===== config.mk =====
export PLATFORM = sky130hd
export DESIGN_NAME = multimode_ff_bank
export DESIGN_NICKNAME = d
export VERILOG_FILES = /design/src/rtl/multimode_ff_pkg.sv /design/src/rtl/ff_cell.sv /design/src/rtl/multimode_ff_bank.sv
export SDC_FILE = /design/constraint.sdc
export NUM_CORES = 1
export LEC_CHECK = 0
export BUFFER_PORTS_ARGS = -buffer_cell sky130_fd_sc_hd__clkbuf_2
export CORE_ASPECT_RATIO = 1.25
export CORE_MARGIN = 3
export CORE_UTILIZATION = 45
export DETAILED_ROUTE_END_ITERATION = 16
export PLACE_DENSITY_LB_ADDON = 0.12
export SLEW_MARGIN = 15
export SYNTH_ARGS = -nofsm -noshare
export SYNTH_HDL_FRONTEND = slang
export SYNTH_SLANG_ARGS = --single-unit

===== constraint.sdc =====
create_clock -name clk -period 3.6 [get_ports clk]
set_input_delay 0.54 -clock clk [delete_from_list [all_inputs] [get_ports clk]]
set_output_delay 0.54 -clock clk [all_outputs]
set_load 0.005 [all_outputs]

===== src/rtl/multimode_ff_pkg.sv =====
// Shared mode and SR-conflict policy definitions for the multimode flip-flop bank.
package multimode_ff_pkg;

  typedef logic [1:0] mode_t;

  localparam mode_t MODE_SR = 2'b00;
  localparam mode_t MODE_JK = 2'b01;
  localparam mode_t MODE_D  = 2'b10;
  localparam mode_t MODE_T  = 2'b11;

  localparam int POL_HOLD = 0;
  localparam int POL_SET  = 1;
  localparam int POL_RST  = 2;

endpackage


===== src/rtl/ff_cell.sv =====
// One bit of the bank: mode-selected next-state logic, the q register and an SR-conflict pulse.
module ff_cell
  import multimode_ff_pkg::*;
#(
  parameter int SR_POLICY = POL_HOLD
) (
  input  logic  clk,
  input  logic  rst,
  input  logic  en,
  input  mode_t mode,
  input  logic  s,
  input  logic  r,
  output logic  q,
  output logic  conflict
);

  logic q_q;
  logic q_d;

  always_comb begin
    q_d      = q_q;
    conflict = 1'b0;
    if (en) begin
      case (mode)
        MODE_SR: begin
          case ({s, r})
            2'b01: q_d = 1'b0;
            2'b10: q_d = 1'b1;
            2'b11: begin
              // S=R=1 resolves to a defined value chosen at elaboration time
              conflict = 1'b1;
              if (SR_POLICY == POL_SET) begin
                q_d = 1'b1;
              end else if (SR_POLICY == POL_RST) begin
                q_d = 1'b0;
              end
            end
            default: q_d = q_q;
          endcase
        end
        MODE_JK: begin
          case ({s, r})
            2'b01:   q_d = 1'b0;
            2'b10:   q_d = 1'b1;
            2'b11:   q_d = ~q_q;
            default: q_d = q_q;
          endcase
        end
        MODE_D:  q_d = s;
        default: q_d = s ? ~q_q : q_q;
      endcase
    end
  end

  always_ff @(posedge clk) begin
    if (rst) begin
      q_q <= 1'b0;
    end else begin
      q_q <= q_d;
    end
  end

  assign q = q_q;

endmodule


===== src/rtl/multimode_ff_bank.sv =====
// WIDTH-bit bank of SR/JK/D/T flip-flops with sticky per-bit SR-conflict flags
// and a saturating count of conflict cycles.
module multimode_ff_bank
  import multimode_ff_pkg::*;
#(
  parameter int WIDTH     = 4,
  parameter int CNT_W     = 4,
  parameter int SR_POLICY = POL_HOLD
) (
  input  logic             clk,
  input  logic             rst,
  input  logic             en,
  input  logic [1:0]       mode,
  input  logic [WIDTH-1:0] s,
  input  logic [WIDTH-1:0] r,
  input  logic             clr_err,
  output logic [WIDTH-1:0] q,
  output logic [WIDTH-1:0] q_bar,
  output logic [WIDTH-1:0] err_sticky,
  output logic [CNT_W-1:0] conflict_cnt
);

  localparam logic [CNT_W-1:0] CNT_MAX = '1;

  logic [WIDTH-1:0] conflict_vec;
  logic             any_conflict;
  logic [WIDTH-1:0] err_q;
  logic [WIDTH-1:0] err_d;
  logic [CNT_W-1:0] cnt_q;
  logic [CNT_W-1:0] cnt_d;
  logic [CNT_W-1:0] cnt_base;

  for (genvar i = 0; i < WIDTH; i++) begin : g_cell
    ff_cell #(
      .SR_POLICY (SR_POLICY)
    ) u_cell (
      .clk      (clk),
      .rst      (rst),
      .en       (en),
      .mode     (mode_t'(mode)),
      .s        (s[i]),
      .r        (r[i]),
      .q        (q[i]),
      .conflict (conflict_vec[i])
    );
  end

  assign any_conflict = |conflict_vec;

  // clr_err wipes history first, so a same-edge conflict becomes the only recorded event
  always_comb begin
    err_d    = clr_err ? conflict_vec : (err_q | conflict_vec);
    cnt_base = clr_err ? '0 : cnt_q;
    cnt_d    = cnt_base;
    if (any_conflict && (cnt_base != CNT_MAX)) begin
      cnt_d = cnt_base + 1'b1;
    end
  end

  always_ff @(posedge clk) begin
    if (rst) begin
      err_q <= '0;
      cnt_q <= '0;
    end else begin
      err_q <= err_d;
      cnt_q <= cnt_d;
    end
  end

  assign q_bar        = ~q;
  assign err_sticky   = err_q;
  assign conflict_cnt = cnt_q;

endmodule


# Word level (Yosys, flattened, before mapping)
# Index checks and enable logic that the tools add are counted.
# totals
elab_cells	78
ramBits	0
latchBits	0
register_bits	12
mem_bits_ro	0
n_memories	0
# op_classes
reduce_logical	11
n_lt_le_gt_ge	0
n_eq_ne	23
n_div	0
addsub	1
bitwise	6
n_shift	0
muxes	31
n_mul	0
# op_table
operator	count
1-bit case mux with 3 select lines	8
2-bit == test (second input constant)	9
1-bit two-way mux	16
4-bit by 1-bit != test with 1-bit output (second input constant)	4
4-bit AND reduction	4
4-bit nonzero test	4
4-bit two-way mux	3
3-bit by 1-bit != test with 1-bit output (second input constant)	4
2-bit by 1-bit == test with 1-bit output (second input constant)	5
1-bit case mux with 2 select lines	4
4-bit by 1-bit adder with 4-bit output (second input constant)	1
4-bit != test (second input constant)	1
1-bit inverter	4
4-bit inverter	1
4-bit OR	1
4-bit OR reduction	1
2-bit logical NOT	1
1-bit logical AND	1

# Depth between registers and ports, before layout
# Gate-level depths: netlist of the first run.
# depth
word_depth	7
mapped_depth	7
mapped_depth_nobuf	6

# Hierarchy
# From an unflattened synthesis of the first run, not the netlist that was laid out.
# unflattened
hier_cells	125
area_unflattened_um2	1102.3
# modules_own_cells
module	instances	area_each_um2	cells_per_inst	seq_area_each_um2
ff_cell	4	181.4	21	20.0
multimode_ff_bank	1	376.6	41	160.2

# Worst setup path after synthesis of the first run
# Ideal clock, no wire load.
# synth_timing
path_kind	in2reg
from	input port mode[0]
to	register g_cell[0].u_cell.q_q
stages	7
arrival_time_ps	1621
n_path_buf	1
slack_ps	1892
cell_sequence	inv_1 -> ha_1 -> buf_6 -> nor2_4 -> nor2_1 -> or3_1 -> a221oi_2
# synth_between
elab_chain_len	3
word_cells_on_any_way	8
# synth_lines
element	line_no	rtl
start, declared	multimode_ff_bank.sv:13	input logic [1:0] mode,
2-bit by 1-bit == test with 1-bit output, or another cell as far along	ff_cell.sv:24	case (mode)
4-bit by 1-bit != test with 1-bit output (no line), or another cell as far along	-	
4-bit AND reduction (no line)	-	
end signal, assigned	ff_cell.sv:59	q_q <= q_d;
end, declared	ff_cell.sv:17	logic q_q;
# Several ways; a longest one is shown, not always the timed one.
# A chain may end at the register's enable or synchronous reset.

# Worst setup path in the final report of the first run
# layout_timing
from	input port mode[0]
to	register cnt_q[3] (netlist: conflict_cnt[3])
# layout_between
elab_chain_len	6
word_cells_on_any_way	12
# layout_lines
element	line_no	rtl
2-bit logical NOT *	ff_cell.sv:24	
1-bit two-way mux	ff_cell.sv:24	
1-bit two-way mux	ff_cell.sv:23	if (en) begin
4-bit OR reduction *	multimode_ff_bank.sv:48	assign any_conflict = |conflict_vec;
1-bit logical AND *	multimode_ff_bank.sv:55	if (any_conflict && (cnt_base != CNT_MAX)) begin
4-bit two-way mux *	multimode_ff_bank.sv:55	
end signal, assigned	multimode_ff_bank.sv:66	cnt_q <= cnt_d;
end, declared	multimode_ff_bank.sv:29	logic [CNT_W-1:0] cnt_q;
# Every way passes the cells marked *; elsewhere a longest branch is shown, timed or not.

==> summary.txt, run 1 <==
Status
  – Run status: complete, no violations

Clock network
  – Bufs on Longest Clock Path: 2
  – Skew-Pair Late Insertion Delay: 0.27 ns
  – Number of gates resized after CTS: 0
  – Number of buffers added for setup after CTS: 0
  – Root buffer selected by CTS: sky130_fd_sc_hd__clkbuf_4
  – CTS tree: built
  – Number of clock sinks seen by CTS: 12
  – Post-CTS Hold Fix Bufs: 0
  – CTS clk-pin slew, worst paths: 0.07 ns
  – Htree depth: 1
  – CTS Buf Count: 3

Floorplanning
  – Die Wd: 46.2 um
  – Io pins: 30
  – Initial standard-cell utilization of the core: 49.2%
  – Overall die area: 2600 um^2
  – Die H: 56.3 um
  – Total number of placement rows: 17
  – Placeable core region: 1850 um^2

Yosys
  – Mapped Cells: 117
  – Yosys warning count: 0
  – Sequential fraction of the synthesis area: 26.4%
  – Post-synth EDFFs: 0
  – Library cells used by synthesis: 37
  – Main flop type after synthesis: sky130_fd_sc_hd__dfxtp_1
  – Total of flip-flops plus latches after synthesis: 12
  – Top cells by instance count after synthesis: sky130_fd_sc_hd__a21oi_1 (12), sky130_fd_sc_hd__dfxtp_1 (12), sky130_fd_sc_hd__inv_1 (11)
  – Cell area after synthesis: 911 um^2
  – Synth top area share: 26.4%
  – Mapped Nets: 136
  – Fraction of registers with async set/reset: 0%
  – Post-synthesis cell type with the largest combined area: sky130_fd_sc_hd__dfxtp_1
  – Average size of a mapped cell: 7.79 um^2
  – Cell types occupying the most area after synthesis: sky130_fd_sc_hd__dfxtp_1 (26%), sky130_fd_sc_hd__ha_1 (6.9%), sky130_fd_sc_hd__a21oi_1 (6.6%)

Critical path
  – List of cells traversed by the critical path: clkbuf_2 > inv_1 > ha_1 > and2_2 > o21ai_2 > nor3_1 > mux2_1
  – Arrival time at the worst endpoint: 2.12 ns
  – Required time at the endpoint of the critical path: 3.76 ns
  – Category of the worst setup path capture point: flop
  – Library cell contributing the largest single delay on the critical path: sky130_fd_sc_hd__ha_1
  – Startpoint type of the worst setup path: primary input
  – Worst path max stage delay: 0.44 ns
  – Worst-path maximum fanout: 12
  – Worst setup path class: primary input to flop

Placed design
  – Routability congestion estimate: 0.812
  – # port buffers: 29
  – Half-perimeter wire length after detailed placement: 1.74 mm

Detailed routing
  – Number of vias per cell: 5.93
  – Routed WL per cell: 13.9 um
  – Total vias in the final route: 949
  – Number of routed nets with antenna violations: 0
  – Number of remaining DRC errors: 0
  – Iteration count of the initial detailed-routing pass: 4
  – Initial DRC count: 11
  – Drt total wl: 2.22 mm

Timing
  – Final-report max-slew violation count: 0
  – Number of setup violations in the final report: 0
  – Relative slew margins: 69.6%
  – Worst Max-Slew Pin Slew: 0.456 ns
  – Highest clock frequency the design can meet: 509 MHz
  – Skew final: 0.00206 ns
  – Period utilisation layout: 54.5%
  – Setup TNS after final layout: 0 ns
  – Clock period minus worst slack: 1.96 ns
  – Number of hold-slack violations in the final timing report: 0
  – Setup repair after global routing missed its margin: no

Global routing
  – Largest net degree at the start of global routing: 13
  – Met2 track utilization from global routing: 29.5%
  – Most Used Layer, Global Route: met2
  – Via count of the first global-routing pass: 876
  – Antenna violations before repair: 0
  – Global-route wire length before repair: 3.62 mm
  – GR Overflow Total: 0
  – Met1 capacity usage during global routing: 22.3%
  – Overall Global Routing Usage: 17.9%
  – Met3 GRT Util: 3.53%

Run
  – Reported max-cap violation count: 0

Min path
  – HP Class: flop to flop

Power and ir drop
  – Leakage power: 0.480 nW
  – Areal power density over the cells: 289 nW/um^2
  – Peak supply drop: 0.193 mV

Layout
  – Antenna diode count: 0
  – Number of nets at the end of the flow: 162
  – Register cell area after layout: 240 um^2
  – Final standard cell utilization of the core: 56.5%
  – Area of combinational cells with multiple inputs: 573 um^2
  – Fill cell total of the finished layout: 201
  – Synth-to-Final Area Change: 14.8%
  – Share of final-layout standard cells stronger than drive strength 1: 27.0%
-- routing by layer --
metal,part of all wire [%],up-vias
li1,-,476
met1,44,444
met2,51,23
met3,3.5,6
met4,1.9,0
met5,0,-
-- where the power goes --
group	switching (W)	total [W]	internal [W]
logic	0.0000457	0.0000783	0.0000326
clock network	0.0000432	0.0000819	0.0000387
registers	0.00000409	0.000142	0.000138
total	0.0000929	0.000302	0.000209
-- final timing paths --
check             startpoint              end  slack [ns]  cells after the start
max                  mode[0]  conflict_cnt[3]        1.64                      7
min            err_sticky[0]    err_sticky[0]        0.49                      2
max reg2reg  conflict_cnt[1]  conflict_cnt[3]        2.05                      5
min reg2reg    err_sticky[0]    err_sticky[0]        0.49                      2
-- sequential cells by signal (all words and copies together), names as in the netlist --
signal / count
conflict_cnt: 4
g_cell.u_cell.q: 4
err_sticky: 4
-- worst max-delay path, delay by kind of cell --
family / cells / cell delay (ns)
buffers and inverters: 2 / 0.18
muxes: 1 / 0.34
AOI/OAI and AO/OA: 1 / 0.09
and+or+nand+nor: 2 / 0.52
adders and majority gates: 1 / 0.44
-- cell families after synthesis --
family	Yosys count	synth area share, %
buffers and inverters	19	10.7
DFF	12	26.4
AOI/OAI and AO/OA	40	31.2
adders and majority gates	5	6.87
and+or+nand+nor	40	23.6
muxes	1	1.24
-- area by class of cell --
| cell class | instances | share of cell area [%] |
|---|---|---|
| multi-input combinational | 86 | 54.8 |
| sequential | 12 | 23.0 |
| timing repair buffer | 29 | 13.9 |
| inverter | 11 | 3.95 |
| clock buffer | 3 | 2.15 |
| tap | 19 | 2.27 |
-- placed cells by master, fill, tap and decap left out, types with 2 or more instances in the layout --
cell type | Yosys | layout
sky130_fd_sc_hd__clkbuf_2 | 0 | 29
sky130_fd_sc_hd__a21oi_1 | 12 | 12
sky130_fd_sc_hd__dfxtp_1 | 12 | 12
sky130_fd_sc_hd__inv_1 | 11 | 11
sky130_fd_sc_hd__nor2_1 | 9 | 9
sky130_fd_sc_hd__o21ai_0 | 7 | 7
sky130_fd_sc_hd__nand2_1 | 6 | 6
sky130_fd_sc_hd__nor2b_1 | 5 | 5
sky130_fd_sc_hd__nand3_1 | 5 | 5
sky130_fd_sc_hd__ha_1 | 5 | 5
sky130_fd_sc_hd__a32oi_1 | 4 | 4
sky130_fd_sc_hd__or3_1 | 3 | 3
sky130_fd_sc_hd__clkbuf_4 | 0 | 3
sky130_fd_sc_hd__a22o_1 | 2 | 2
sky130_fd_sc_hd__nor3_1 | 2 | 2
sky130_fd_sc_hd__and3_1 | 2 | 2
sky130_fd_sc_hd__o211ai_1 | 2 | 2
sky130_fd_sc_hd__a31oi_1 | 2 | 2
sky130_fd_sc_hd__a221oi_2 | 2 | 2
sky130_fd_sc_hd__nand2b_1 | 2 | 2
-- through the flow --
step	setup slack (ns)	hold WS, ns	cell area [um^2]	cells	total power (W)
after global routing	1.52	0.541	1050	160	0.000321
after floorplan	1.89	0.461	911	117	0.000198
after detailed placement	1.35	0.476	1020	157	0.000223
after global placement	1.45	0.483	1020	157	0.000221
final	1.64	0.486	1050	160	0.000302
after CTS	1.63	0.494	1050	160	0.000303
Power figures use the tool's default switching activity.
==> run 2, diff against run 1 <==
ABC_AREA = 1   (was not set)
clock period = 1.7 ns   (was 3.6 ns; I/O delays follow)
==> summary.txt, run 2 <==
Timing
  – Relative slew margins: 75.2% (was 69.6%)
  – Number of setup violations in the final report: 0 (unchanged)
  – Setup TNS after final layout: 0 ns (unchanged)
  – Period utilisation layout: 78.4%
  – Number of hold-slack violations in the final timing report: 0 (unchanged)
  – Worst Max-Slew Pin Slew: 0.373 ns (was 0.456 ns)
  – Setup repair after global routing missed its margin: no (unchanged)
  – Skew final: 0.00628 ns (was 0.00206 ns)
  – Clock period minus worst slack: 1.33 ns
  – Worst hold slack: 0.275 ns (was 0.486 ns)
  – Highest clock frequency the design can meet: 750 MHz
  – Final-report max-slew violation count: 0 (unchanged)

Critical path
  – R2R setup slack: 0.37 ns (was 2.05 ns)
  – Arrival time at the worst endpoint: 1.49 ns (was 2.12 ns)
  – List of cells traversed by the critical path: nand2_1 > inv_1 > ha_1 > and3_1 > nand2_1 > nand2_2 > nand2_1 > a21oi_2 (was clkbuf_2 > inv_1 > ha_1 > and2_2 > o21ai_2 > nor3_1 > mux2_1)
  – Worst path max stage delay: 0.32 ns (was 0.44 ns)
  – Category of the worst setup path capture point: flop (unchanged)
  – Reg2Reg Launch Point: conflict_cnt[0] (was conflict_cnt[1])
  – Worst-path maximum fanout: 5 (was 12)
  – Required time at the endpoint of the critical path: 1.86 ns (was 3.76 ns)
  – CP top delay family: simple AND/OR/NAND/NOR gates (unchanged)
  – Reg-to-Reg End: conflict_cnt[3] (unchanged)
  – CP Buf/Inv Count: 1 (was 2)
  – Startpoint type of the worst setup path: flop (was primary input)
  – Worst setup path class: flop to flop (was primary input to flop)
  – R2r worst-path depth: 8 (was 5)
  – Library cell contributing the largest single delay on the critical path: sky130_fd_sc_hd__dfxtp_1 (was sky130_fd_sc_hd__ha_1)
  – Worst path most repeated cell: sky130_fd_sc_hd__nand2_1

Yosys
  – Main flop type after synthesis: sky130_fd_sc_hd__dfxtp_1 (unchanged)
  – Synth top area share: 25.2% (was 26.4%)
  – Sequential fraction of the synthesis area: 25.2% (was 26.4%)
  – Fraction of registers with async set/reset: 0% (unchanged)
  – Library cells used by synthesis: 22 (was 37)
  – Total of flip-flops plus latches after synthesis: 12 (unchanged)
  – Top-count cell post-synth: sky130_fd_sc_hd__nand2_1
  – Mapped Nets: 174 (was 136)
  – Post-synthesis cell type with the largest combined area: sky130_fd_sc_hd__dfxtp_1 (unchanged)
  – Cell types occupying the most area after synthesis: sky130_fd_sc_hd__dfxtp_1 (25%), sky130_fd_sc_hd__nand2_1 (14%), sky130_fd_sc_hd__inv_1 (9.8%) (was sky130_fd_sc_hd__dfxtp_1 (26%), sky130_fd_sc_hd__ha_1 (6.9%), sky130_fd_sc_hd__a21oi_1 (6.6%))
  – Post-synth EDFFs: 0 (unchanged)
  – Average size of a mapped cell: 6.16 um^2 (was 7.79 um^2)
  – Yosys warning count: 0 (unchanged)
  – Cell area after synthesis: 955 um^2 (was 911 um^2)
  – Mapped Cells: 155 (was 117)
  – Top cells by instance count after synthesis: sky130_fd_sc_hd__nand2_1 (36), sky130_fd_sc_hd__inv_1 (25), sky130_fd_sc_hd__nor2_1 (20) (was sky130_fd_sc_hd__a21oi_1 (12), sky130_fd_sc_hd__dfxtp_1 (12), sky130_fd_sc_hd__inv_1 (11))

Power and ir drop
  – Peak supply drop: 0.307 mV (was 0.193 mV)
  – Leakage power: 0.612 nW (was 0.480 nW)
  – Areal power density over the cells: 587 nW/um^2 (was 289 nW/um^2)

Clock network
  – Htree depth: 1 (unchanged)
  – Number of clock sinks seen by CTS: 12 (unchanged)
  – Number of buffers added for setup after CTS: 0 (unchanged)
  – CTS Buf Count: 3 (unchanged)
  – Post-CTS Hold Fix Bufs: 0 (unchanged)
  – CTS tree: built (unchanged)
  – Number of gates resized after CTS: 0 (unchanged)
  – Bufs on Longest Clock Path: 2 (unchanged)
  – Skew-Pair Late Insertion Delay: 0.26 ns (was 0.27 ns)
  – Root buffer selected by CTS: sky130_fd_sc_hd__clkbuf_4 (unchanged)
  – CTS clk-pin slew, worst paths: 0.07 ns (about the same)

Floorplanning
  – Initial standard-cell utilization of the core: 47.6% (was 49.2%)
  – Die H: 57.5 um (was 56.3 um)
  – Io pins: 30 (unchanged)
  – Overall die area: 2710 um^2 (was 2600 um^2)
  – Die Wd: 47.2 um (was 46.2 um)
  – Placeable core region: 2000 um^2 (was 1850 um^2)
  – Total number of placement rows: 18 (was 17)

Layout
  – Commonest non-fill, non-tap cells in the layout: sky130_fd_sc_hd__nand2_1 (36), sky130_fd_sc_hd__clkbuf_2 (29), sky130_fd_sc_hd__inv_1 (25) (was sky130_fd_sc_hd__clkbuf_2 (29), sky130_fd_sc_hd__a21oi_1 (12), sky130_fd_sc_hd__dfxtp_1 (12))
  – Commonest non-fill, non-tap cell in the layout: sky130_fd_sc_hd__nand2_1 (was sky130_fd_sc_hd__clkbuf_2)
  – Share of final-layout standard cells stronger than drive strength 1: 26.8% (was 27.0%)
  – Antenna diode count: 0 (unchanged)
  – Number of nets at the end of the flow: 200 (was 162)
  – Synth-to-Final Area Change: 13.9% (was 14.8%)

Global routing
  – Overall Global Routing Usage: 17.8% (was 17.9%)
  – Antenna violations before repair: 0 (unchanged)
  – Via count of the first global-routing pass: 912 (was 876)
  – GR Overflow Total: 0 (unchanged)
  – Largest net degree at the start of global routing: 9 (was 13)
  – Global-route wire length before repair: 3.59 mm (was 3.62 mm)

Run
  – Reported max-cap violation count: 0 (unchanged)

Min path
  – Worst Hold Launch: rst (was err_sticky[0])
  – Count of cells along the worst hold path: 2 (unchanged)
  – Destination of the worst hold path: conflict_cnt[3] (was err_sticky[0])
  – HP Class: primary input to flop (was flop to flop)

Detailed routing
  – Number of routed nets with antenna violations: 0 (unchanged)
  – Number of remaining DRC errors: 0 (unchanged)
  – Total vias in the final route: 981 (was 949)
  – Routed WL per cell: 10.1 um (was 13.9 um)
  – Number of vias per cell: 4.93 (was 5.93)
  – Drt total wl: 2.01 mm (was 2.22 mm)
  – Initial DRC count: 14 (was 11)
  – Iteration count of the initial detailed-routing pass: 4 (unchanged)

Placed design
  – # port buffers: 29 (unchanged)
  – Routability congestion estimate: 0.817 (was 0.812)
  – Half-perimeter wire length after detailed placement: 1.69 mm (was 1.74 mm)

Status
  – Run status: complete, no violations (unchanged)
## run 2: cell types whose count changed after synthesis, moves of 4 or more
cell / delta
sky130_fd_sc_hd__nand2_1: +30
sky130_fd_sc_hd__inv_1: +14
sky130_fd_sc_hd__nor2_1: +11
sky130_fd_sc_hd__nand3_1: +5
sky130_fd_sc_hd__nor2_2: +5
sky130_fd_sc_hd__nor2b_1: -5
sky130_fd_sc_hd__a32oi_1: -4
sky130_fd_sc_hd__nand2_2: +4
## run 2: cells by family after synthesis
logic type / Yosys count / synth area share, %
buffers and inverters: 34 / 16.5
DFF: 12 / 25.2
and+or+nand+nor: 82 / 39.1
AOI/OAI and AO/OA: 22 / 12.7
adders and majority gates: 5 / 6.55
## run 2: worst max-delay path by stage
stage          depth (start not counted)       startpoint  slack [ns]                 end
2_1_floorplan                          8  conflict_cnt[0]        0.47     conflict_cnt[1]
3_3_place_gp                          10          mode[0]        0.11  g_cell[1].u_cell.q
3_5_place_dp                          10          mode[0]         0.1  g_cell[1].u_cell.q
4_1_cts                                8  conflict_cnt[0]        0.36     conflict_cnt[3]
5_1_grt                                8  conflict_cnt[0]        0.26     conflict_cnt[1]
6_report                               8  conflict_cnt[0]        0.37     conflict_cnt[3]
## run 2: per-layer routing
layer	vias to the layer above	global-route usage, %	part of all wire [%]
li1	522	-	-
met1	441	20.0	41
met2	16	30.9	55
met3	2	3.79	3.7
met4	0	7.11	0.70
met5	-	0	0
## run 2: stage by stage
step           util [%]  cells  instance area (um^2)  total power (W)  setup slack, ns
2_1_floorplan         -    155                   955         0.000432            0.468
5_1_grt            54.2    199                  1090         0.000692            0.260
3_5_place_dp       53.1    196                  1060         0.000478           0.0983
6_report           54.2    199                  1090         0.000639            0.367
3_3_place_gp       53.1    196                  1060         0.000475            0.112
4_1_cts            54.2    199                  1090         0.000652            0.357
## run 2: final cells by class
cell class,count,area [um^2]
clock buffers,3,22.5
fillers,223,917
inverters,26,97.6
multi-input cells,109,557
flip-flops and latches,12,240
well taps,20,25.0
repair buffers,29,145
## run 2: where the power goes
part | switching, W | leakage, nW | internal [W] | total, W
combinational | 0.000102 | 0.500 | 0.0000668 | 0.000168
sequential | 0.00000870 | 0.0977 | 0.000293 | 0.000302
clock | 0.0000864 | 0.0138 | 0.0000817 | 0.000168
total | 0.000197 | 0.612 | 0.000442 | 0.000639
==> run 3, diff against run 2 <==
clock period = 1.22 ns   (was 1.7 ns; I/O delays follow)
==> summary.txt, run 3 (synthesis gave the netlist of run 2 again) <==
Clock network
  – CTS clk-pin slew, worst paths: 0.08 ns (was 0.07 ns)
  – Post-CTS Hold Fix Bufs: 0 (unchanged)
  – Bufs on Longest Clock Path: 2 (unchanged)
  – CTS tree: built (unchanged)
  – Htree depth: 1 (unchanged)
  – CTS Buf Count: 3 (unchanged)
  – Root buffer selected by CTS: sky130_fd_sc_hd__clkbuf_4 (unchanged)
  – Number of clock sinks seen by CTS: 12 (unchanged)
  – Skew-Pair Late Insertion Delay: 0.28 ns (was 0.26 ns)

Layout
  – Final standard cell utilization of the core: 64.2% (was 54.2%)
  – Non-filler instance count after layout: 217 (was 199)
  – Antenna diode count: 0 (unchanged)
  – Fill cell total of the finished layout: 203 (was 223)
  – Cell area after layout: 1290 um^2 (was 1090 um^2)
  – Number of nets at the end of the flow: 217 (was 200)
  – Commonest non-fill, non-tap cells in the layout: sky130_fd_sc_hd__nand2_1 (33), sky130_fd_sc_hd__clkbuf_2 (29), sky130_fd_sc_hd__inv_1 (23) (was sky130_fd_sc_hd__nand2_1 (36), sky130_fd_sc_hd__clkbuf_2 (29), sky130_fd_sc_hd__inv_1 (25))
  – Commonest non-fill, non-tap cell in the layout: sky130_fd_sc_hd__nand2_1 (unchanged)
  – Share of final-layout standard cells stronger than drive strength 1: 39.6% (was 26.8%)
  – Synth-to-Final Area Change: 34.7% (was 13.9%)

Timing
  – Period utilisation layout: 96.4% (was 78.4%)
  – Worst hold slack: 0.177 ns (was 0.275 ns)
  – Final critical-path setup slack: 0.0435 ns (was 0.367 ns)
  – Setup repair after global routing missed its margin: yes (was no)
  – Relative slew margins: 83.4% (was 75.2%)
  – Worst Max-Slew Pin Slew: 0.249 ns (was 0.373 ns)
  – Number of setup violations in the final report: 0 (unchanged)
  – Skew final: 0.00235 ns (was 0.00628 ns)
  – Clock period minus worst slack: 1.18 ns (was 1.33 ns)
  – Final-report max-slew violation count: 0 (unchanged)
  – Highest clock frequency the design can meet: 850 MHz (was 750 MHz)
  – Number of hold-slack violations in the final timing report: 0 (unchanged)

Detailed routing
  – Initial DRC count: 17 (was 14)
  – Number of routed nets with antenna violations: 0 (unchanged)
  – Number of remaining DRC errors: 0 (unchanged)
  – Drt total wl: 2.25 mm (was 2.01 mm)
  – Number of vias per cell: 4.95 (was 4.93)
  – Total vias in the final route: 1074 (was 981)
  – Routed WL per cell: 10.4 um (was 10.1 um)
  – Iteration count of the initial detailed-routing pass: 8 (was 4)

Critical path
  – Category of the worst setup path capture point: flop (unchanged)
  – Worst setup path class: flop to flop (unchanged)
  – Worst path most repeated cell: sky130_fd_sc_hd__nand2_4 (was sky130_fd_sc_hd__nand2_1)
  – Worst-path maximum fanout: 5 (unchanged)
  – Arrival time at the worst endpoint: 1.39 ns (was 1.49 ns)
  – Worst path max stage delay: 0.34 ns (was 0.32 ns)
  – Library cell contributing the largest single delay on the critical path: sky130_fd_sc_hd__dfxtp_2 (was sky130_fd_sc_hd__dfxtp_1)
  – Startpoint type of the worst setup path: flop (unchanged)
  – List of cells traversed by the critical path: nand2_2 > inv_2 > ha_4 > and3_4 > nand2_4 > nand2_4 > nand2_1 > a21oi_2 (was nand2_1 > inv_1 > ha_1 > and3_1 > nand2_1 > nand2_2 > nand2_1 > a21oi_2)
  – Required time at the endpoint of the critical path: 1.44 ns (was 1.86 ns)

Power and ir drop
  – Part of the power in the clock network: 31.6% (was 26.3%)
  – Leakage power: 0.715 nW (was 0.612 nW)
  – Switching power: 0.000303 W (was 0.000197 W)
  – Areal power density over the cells: 788 nW/um^2 (was 587 nW/um^2)
  – Switching part of the total power: 29.9% (was 30.8%)
  – Cell-internal power: 0.000710 W (was 0.000442 W)
  – Portion of total power attributed to sequential cells: 41.5% (was 47.3%)
  – Proportion of power drawn by combinational gates: 26.9% (was 26.4%)
  – Peak supply drop: 0.789 mV (was 0.307 mV)

Floorplanning
  – Overall die area: 2710 um^2 (unchanged)
  – Die Wd: 47.2 um (unchanged)
  – Initial standard-cell utilization of the core: 47.6% (unchanged)
  – Io pins: 30 (unchanged)
  – Total number of placement rows: 18 (unchanged)
  – Placeable core region: 2000 um^2 (unchanged)
  – Die H: 57.5 um (unchanged)

Global routing
  – Antenna violations before repair: 0 (unchanged)
  – Via count of the first global-routing pass: 966 (was 912)
  – GR Overflow Total: 0 (unchanged)
  – Largest net degree at the start of global routing: 9 (unchanged)
  – Overall Global Routing Usage: 18.7% (was 17.8%)
  – Global-route wire length before repair: 3.80 mm (was 3.59 mm)

Placed design
  – Cells after DPL: 211 (was 196)
  – Routability congestion estimate: 0.849 (was 0.817)
  – DP Worst Slack: -0.328 ns (was 0.0983 ns)
  – Placement Cell Area: 1180 um^2 (was 1060 um^2)
  – # port buffers: 29 (unchanged)
  – Half-perimeter wire length after detailed placement: 1.84 mm (was 1.69 mm)

Run
  – Reported max-cap violation count: 0 (unchanged)

Min path
  – HP Class: primary input to flop (unchanged)

Status
  – Run status: complete, no violations (unchanged)
[run 3: what timing repair did]
item | CTS | global route
buffers inserted | 1 | 1
setup endpoints to repair | 5 | 6
pin swaps | 3 | 3
gates resized for setup | 10 | 5
[run 3: critical path, delay by kind of cell, from the launching register on]
kind                       cells  cell delay [ns]
AOI/OAI and AO/OA              1             0.13
buffers and inverters          1             0.08
DFF                            1             0.34
adders and majority gates      1             0.13
and+or+nand+nor                5             0.43
[run 3: area by class of cell]
class                      count  area (um^2)  area share [%]
clock buffer                   4         36.3            2.82
sequential                    12          243            18.9
multi-input combinational    109          612            47.6
inverter                      26         97.6            7.59
tap                           20         25.0            1.95
timing repair buffer          46          273            21.2
[run 3: layer usage]
metal / GRT usage (%) / up-vias / wire [um]
met5: 0 / - / 0
met4: 8.30 / 0 / 36
met3: 3.15 / 4 / 99
met2: 33.8 / 28 / 1260
met1: 20.0 / 483 / 859
li1: - / 559 / -
[run 3: worst paths after layout]
check	cells after the start	to	slack [ns]	start
setup reg to reg	8	conflict_cnt[3]	0.04	conflict_cnt[1]
hold / removal	2	conflict_cnt[0]	0.18	rst
setup / recovery	8	conflict_cnt[3]	0.04	conflict_cnt[1]
hold reg to reg	2	err_sticky[0]	0.49	err_sticky[0]
[run 3: power by group through the flow]
stage / Sequential, W / Combinational, W / Clock, W
global placement: 0.000429 / 0.000257 / 0
detailed placement: 0.000429 / 0.000264 / 0
floorplan: 0.000428 / 0.000174 / 0
finish: 0.000421 / 0.000272 / 0.000320
CTS: 0.000421 / 0.000268 / 0.000335
global route: 0.000424 / 0.000309 / 0.000350
[run 3: per-stage QoR]
step	power, W	TNS, ns
floorplan	0.000602	0
global placement	0.000686	-1.67
detailed placement	0.000693	-2.11
CTS	0.00102	0
global route	0.00108	-0.0445
finish	0.00101	0
